--- config.mk ---
export PLATFORM = sky130hd
export DESIGN_NAME = calc_display_ctrl
export DESIGN_NICKNAME = d
export VERILOG_FILES = /design/src/rtl/calc_display_ctrl.sv
export SDC_FILE = /design/constraint.sdc
export NUM_CORES = 1
export LEC_CHECK = 0
export ABC_AREA = 1
export CORE_ASPECT_RATIO = 2
export CORE_MARGIN = 1
export CORE_UTILIZATION = 60
export CTS_BUF_LIST = sky130_fd_sc_hd__clkbuf_8
export CTS_CLUSTER_SIZE = 8
export DETAILED_ROUTE_END_ITERATION = 8
export PLACE_DENSITY = 0.81
export SETUP_SLACK_MARGIN = 0.05
export SYNTH_ARGS = -nofsm -noshare
export SYNTH_HDL_FRONTEND = slang
export SYNTH_SLANG_ARGS = --single-unit
--- constraint.sdc ---
create_clock -name clk -period 3 [get_ports clk]
set_input_delay 0.6 -clock clk [delete_from_list [all_inputs] [get_ports clk]]
set_output_delay 0.6 -clock clk [all_outputs]
set_load 0.03 [all_outputs]
--- src/rtl/calc_display_ctrl.sv ---
// rtl/calc_display_ctrl.sv - binary-to-BCD display controller with 4-digit multiplexed scan
module calc_display_ctrl #(
  parameter int WIDTH    = 14,
  parameter int SCAN_DIV = 10_000,
  parameter int BLANK_LZ = 1
) (
  input  logic             clk,
  input  logic             rst,
  input  logic [WIDTH-1:0] value,
  input  logic             value_valid,
  output logic             value_ready,
  output logic             busy,
  output logic             overflow,
  output logic [3:0]       an,
  output logic [3:0]       digit
);

  typedef enum logic [1:0] {IDLE, CONV, COMMIT} state_t;

  localparam int PW = (SCAN_DIV > 2) ? $clog2(SCAN_DIV) : 1;
  localparam int CW = $clog2(WIDTH + 1);

  state_t           state_q, state_d;
  logic [WIDTH-1:0] shreg_q, shreg_d;
  logic [15:0]      bcd_q, bcd_d, bcd_adj;
  logic [CW-1:0]    cnt_q, cnt_d;
  logic             ovf_pend_q, ovf_pend_d;
  logic [15:0]      disp_q, disp_d;
  logic             ovf_q, ovf_d;
  logic             run_q, run_d;
  logic [PW-1:0]    presc_q, presc_d;
  logic [1:0]       idx_q, idx_d;
  logic [3:0]       an_q, an_d;
  logic [3:0]       digit_q, digit_d;
  logic [3:0]       nib;
  logic             blank;
  logic             z1, z2, z3;

  // run_q keeps value_ready low until the first edge after reset is released
  assign run_d       = 1'b1;
  assign value_ready = (state_q == IDLE) && run_q;
  assign busy        = (state_q == CONV) || (state_q == COMMIT);
  assign overflow    = ovf_q;
  assign an          = an_q;
  assign digit       = digit_q;

  // State register plus datapath, scan and output registers
  always_ff @(posedge clk or posedge rst) begin
    if (rst) begin
      state_q    <= IDLE;
      shreg_q    <= '0;
      bcd_q      <= '0;
      cnt_q      <= '0;
      ovf_pend_q <= 1'b0;
      disp_q     <= '0;
      ovf_q      <= 1'b0;
      run_q      <= 1'b0;
      presc_q    <= '0;
      idx_q      <= '0;
      an_q       <= 4'b1111;
      digit_q    <= 4'h0;
    end else begin
      state_q    <= state_d;
      shreg_q    <= shreg_d;
      bcd_q      <= bcd_d;
      cnt_q      <= cnt_d;
      ovf_pend_q <= ovf_pend_d;
      disp_q     <= disp_d;
      ovf_q      <= ovf_d;
      run_q      <= run_d;
      presc_q    <= presc_d;
      idx_q      <= idx_d;
      an_q       <= an_d;
      digit_q    <= digit_d;
    end
  end

  // Conversion FSM: accept, double-dabble one bit per cycle, commit to the display register
  always_comb begin
    state_d    = state_q;
    shreg_d    = shreg_q;
    bcd_d      = bcd_q;
    cnt_d      = cnt_q;
    ovf_pend_d = ovf_pend_q;
    disp_d     = disp_q;
    ovf_d      = ovf_q;
    bcd_adj    = bcd_q;
    case (state_q)
      IDLE: begin
        if (value_valid && value_ready) begin
          shreg_d    = value;
          bcd_d      = '0;
          ovf_pend_d = (32'(value) > 32'd9999);
          cnt_d      = CW'(WIDTH);
          state_d    = CONV;
        end
      end
      CONV: begin
        for (int i = 0; i < 4; i++) begin
          if (bcd_q[4*i +: 4] >= 4'd5) bcd_adj[4*i +: 4] = bcd_q[4*i +: 4] + 4'd3;
        end
        // Bits leaving the top of the accumulator are dropped; overflow is tracked by ovf_pend
        bcd_d   = {bcd_adj[14:0], shreg_q[WIDTH-1]};
        shreg_d = {shreg_q[WIDTH-2:0], 1'b0};
        cnt_d   = cnt_q - CW'(1);
        if (cnt_q == CW'(1)) state_d = COMMIT;
      end
      COMMIT: begin
        disp_d  = bcd_q;
        ovf_d   = ovf_pend_q;
        state_d = IDLE;
      end
      default: state_d = IDLE;
    endcase
  end

  // Free-running prescaler advancing the scan index on each wrap
  always_comb begin
    presc_d = presc_q + PW'(1);
    idx_d   = idx_q;
    if (presc_q == PW'(SCAN_DIV - 1)) begin
      presc_d = '0;
      idx_d   = idx_q + 2'd1;
    end
  end

  // Anode/digit selection for the current scan slot, with leading-zero blanking and overflow override
  always_comb begin
    z3 = (disp_q[15:12] == 4'h0);
    z2 = z3 && (disp_q[11:8] == 4'h0);
    z1 = z2 && (disp_q[7:4] == 4'h0);
    nib   = disp_q[3:0];
    blank = 1'b0;
    case (idx_q)
      2'd0: nib = disp_q[3:0];
      2'd1: begin nib = disp_q[7:4];   blank = z1; end
      2'd2: begin nib = disp_q[11:8];  blank = z2; end
      default: begin nib = disp_q[15:12]; blank = z3; end
    endcase
    if (BLANK_LZ == 0 || ovf_q) blank = 1'b0;
    an_d    = blank ? 4'b1111 : ~(4'b0001 << idx_q);
    digit_d = ovf_q ? 4'hF : nib;
  end

endmodule

==> flow_summary.ini <==
[run_status]
outcome = complete, no violations

[synthesis]
synth_adder_area_share = 0.0625
synthMuxAreaShare = 0
synthSimpleGateAreaFrac = 0.236
syn_area_per_cell_sq_um = 8.07
synth-xor-area-share = 0.00656
synthesis.nets = 533
syn_area_sq_mm = 0.00401
ys_seq_area_frac = 0.495
ys_types = 30
yosys_warnings = 0
synth_top_family_by_area = simple AND/OR/NAND/NOR gates
synth_compound_area_frac = 0.114
ys_ff_latch = 79
synth_cells = 496

[floorplanning]
die_h_um = 118
fp.dieArea_sq_mm = 0.00703
die_width_um = 59.8
fp-row-count = 41
coreArea_sq_mm = 0.00636
start_util = 0.630
io_pins = 28

[timing]
max_freq_ghz = 0.401
final.min_clock_period_ns = 2.50
drv_slew = 0
maxSlewHeadroom = 0.562
fin_crit_sh = 0.832
tns_ns = 0
rsz0062_at_grt = false
worstMarginPinSlew_ns = 0.657
skew_ns = 0.00933
setup_viol = 0
finalHoldViolations = 0

[place]
place.gp.congestion = 0.823
dp_hpwl_um = 5930
port_buffers = 27
dp_cells = 600

[worst_setup_path]
rr_worst_depth = 9
start_kind = flip-flop
crit_family = buffers and inverters
critical_path.n_buffers_inverters = 3
endpoint_kind = output pin
cp.arrival_ns = 1.90
worstPathMaxFanout = 5
path_depth = 5
critPathKind = reg -> out
crit_chain = inv_1, ha_1, nand2_1, inv_1, clkdlybuf4s50_1
cpPeakStageDelay_ns = 0.65
path_common_cell = inv_1
cp.required_ns = 2.40
slowest_stage = clkdlybuf4s50_1

[cells_and_area]
areaGrowthSynthToFinish_pct = 13.9
antennaDiodeCount = 0
drive_gt1_frac = 0.0642
multi_input_area_sq_mm = 0.00168
finalNetCount = 562
register_area_sq_mm = 0.00198
final_util = 0.717
n_fill_cell = 520
stdcell_count = 616

[power_and_ir_drop]
power_uw = 4180
ir_worst_vdd_mv = 0.621
power.density_cell_area_mw_per_mm2 = 915
leakage_uw = 0.00222

[cts]
htree_num_levels = 3
cts_sinks = 79
root_buffer = clkbuf_8
clkSlewWorstSetupHoldPaths_ns = 0.07
tritoncts = yes
cts_setup_buffers = 0
holdBufCountCts = 0
cts_resized = 0
clk_latency_ns = 0.36
clk_path_buf_depth = 2
cts_buffers = 9

[grt]
grt_pass1_vias = 3113
grt-ovfl-total = 0
antenna_found_initial = 0
globalRouteTotalUtil = 0.252
grt_pass1_wl_um = 13100
grt_max_degree = 57

[routing]
post_drt_via_cell_ratio = 5.21
dr.pass1.iters = 7
vias = 3212
wl_per_cell_um = 12.8
route.detailed.drc = 0
ant_nets = 0
wl_um = 7890
drt-initial-drc-count = 135

[worst_hold_path]
hold_path_class = reg -> reg
hold_depth = 2

[flow_run]
cap_violations = 0
## layout make-up
type | instances | share of cell area
inverter | 64 | 0.0527
sequential | 79 | 0.434
tap | 86 | 0.0236
clock buffer | 10 | 0.0302
multi-input combinational | 339 | 0.369
timing repair buffer | 32 | 0.0730
clock inverter | 6 | 0.0170
## Yosys cell counts
cell | count | area share
o22ai_2 | 3 | 0.0094
a21oi_1 | 24 | 0.030
nand4_1 | 5 | 0.0078
a21oi_2 | 1 | 0.0022
buf_2 | 1 | 0.0012
conb_1 | 1 | 0.00094
or2_1 | 1 | 0.0016
a22oi_2 | 1 | 0.0031
nor4_1 | 1 | 0.0016
nor2_2 | 1 | 0.0016
o211ai_1 | 1 | 0.0019
a31oi_1 | 13 | 0.020
nand3_1 | 23 | 0.029
buf_6 | 4 | 0.011
ha_1 | 20 | 0.062
nand2_2 | 1 | 0.0016
o22ai_1 | 3 | 0.0047
dfrtp_1 | 75 | 0.47
xor2_1 | 2 | 0.0044
xnor2_1 | 1 | 0.0022
buf_4 | 4 | 0.0075
nor3_1 | 6 | 0.0075
clkbuf_1 | 5 | 0.0047
dfstp_2 | 4 | 0.026
inv_1 | 62 | 0.058
nand2_1 | 139 | 0.13
nor2_1 | 57 | 0.053
nand3_2 | 1 | 0.0025
inv_2 | 2 | 0.0019
o21ai_0 | 34 | 0.042
## placed cells by master, fill, tap and decap left out, types with 4 or more instances in the layout
cell	instances
a21oi_1	24
a31oi_1	13
clkbuf_8	10
clkdlybuf4s50_1	27
dfrtp_1	75
dfstp_2	4
ha_1	20
inv_1	63
nand2_1	139
nand3_1	23
nand4_1	5
nor2_1	57
nor3_1	6
o21ai_0	34
## per-layer routing
metal	track usage	part of all wire	up-vias
li1	-	-	1636
met1	0.251	0.37	1495
met2	0.461	0.58	63
met3	0.0527	0.026	18
met4	0.119	0.033	0
met5	0	0	-
## stage by stage
step           setup WS [ns]  instance area [sq um]  hold slack (ns)
2_1_floorplan          0.383                   4010            0.442
3_3_place_gp           0.875                   4350            0.467
3_5_place_dp           0.829                   4350            0.471
4_1_cts                0.467                   4560            0.490
5_1_grt                0.373                   4560            0.533
6_report               0.505                   4560            0.483
## sequential cells by signal, summed over array words and instances (netlist names)
signal      count
bcd_q          16
disp_q         16
presc_q        14
shreg_q        14
an              4
cnt_q           4
digit           4
idx_q           2
state_q         2
overflow        1
ovf_pend_q      1
run_q           1
## power breakdown
group	internal [uW]	switching (uW)	total (uW)
clock network	482	364	846
registers	1410	241	1660
logic	620	1050	1670
## tightest hold or removal path, cell delays in order, from the launching register on
cell and delay (ns):
dfrtp_1 0.34, nand2_1 0.05, nand3_1 0.05
## logic make-up after synthesis
group,after synthesis
fa+ha+maj,20
xor+xnor,3
simple gates,235
flops,79
other cells,1
buf+inv,78
compound gates,80
## final timing paths
kind	to	slack (ns)	startpoint
worst max-delay path	value_ready	0.50	state_q[0]
worst min-delay path	cnt_q[3]	0.48	cnt_q[3]
worst max register to register	bcd_q[6]	1.14	state_q[1]
worst min register to register	cnt_q[3]	0.48	cnt_q[3]
max in group asynchronous	an[1]	1.67	rst
min in group asynchronous	run_q	0.61	rst
Note: power is estimated with default switching activity, not from simulation.
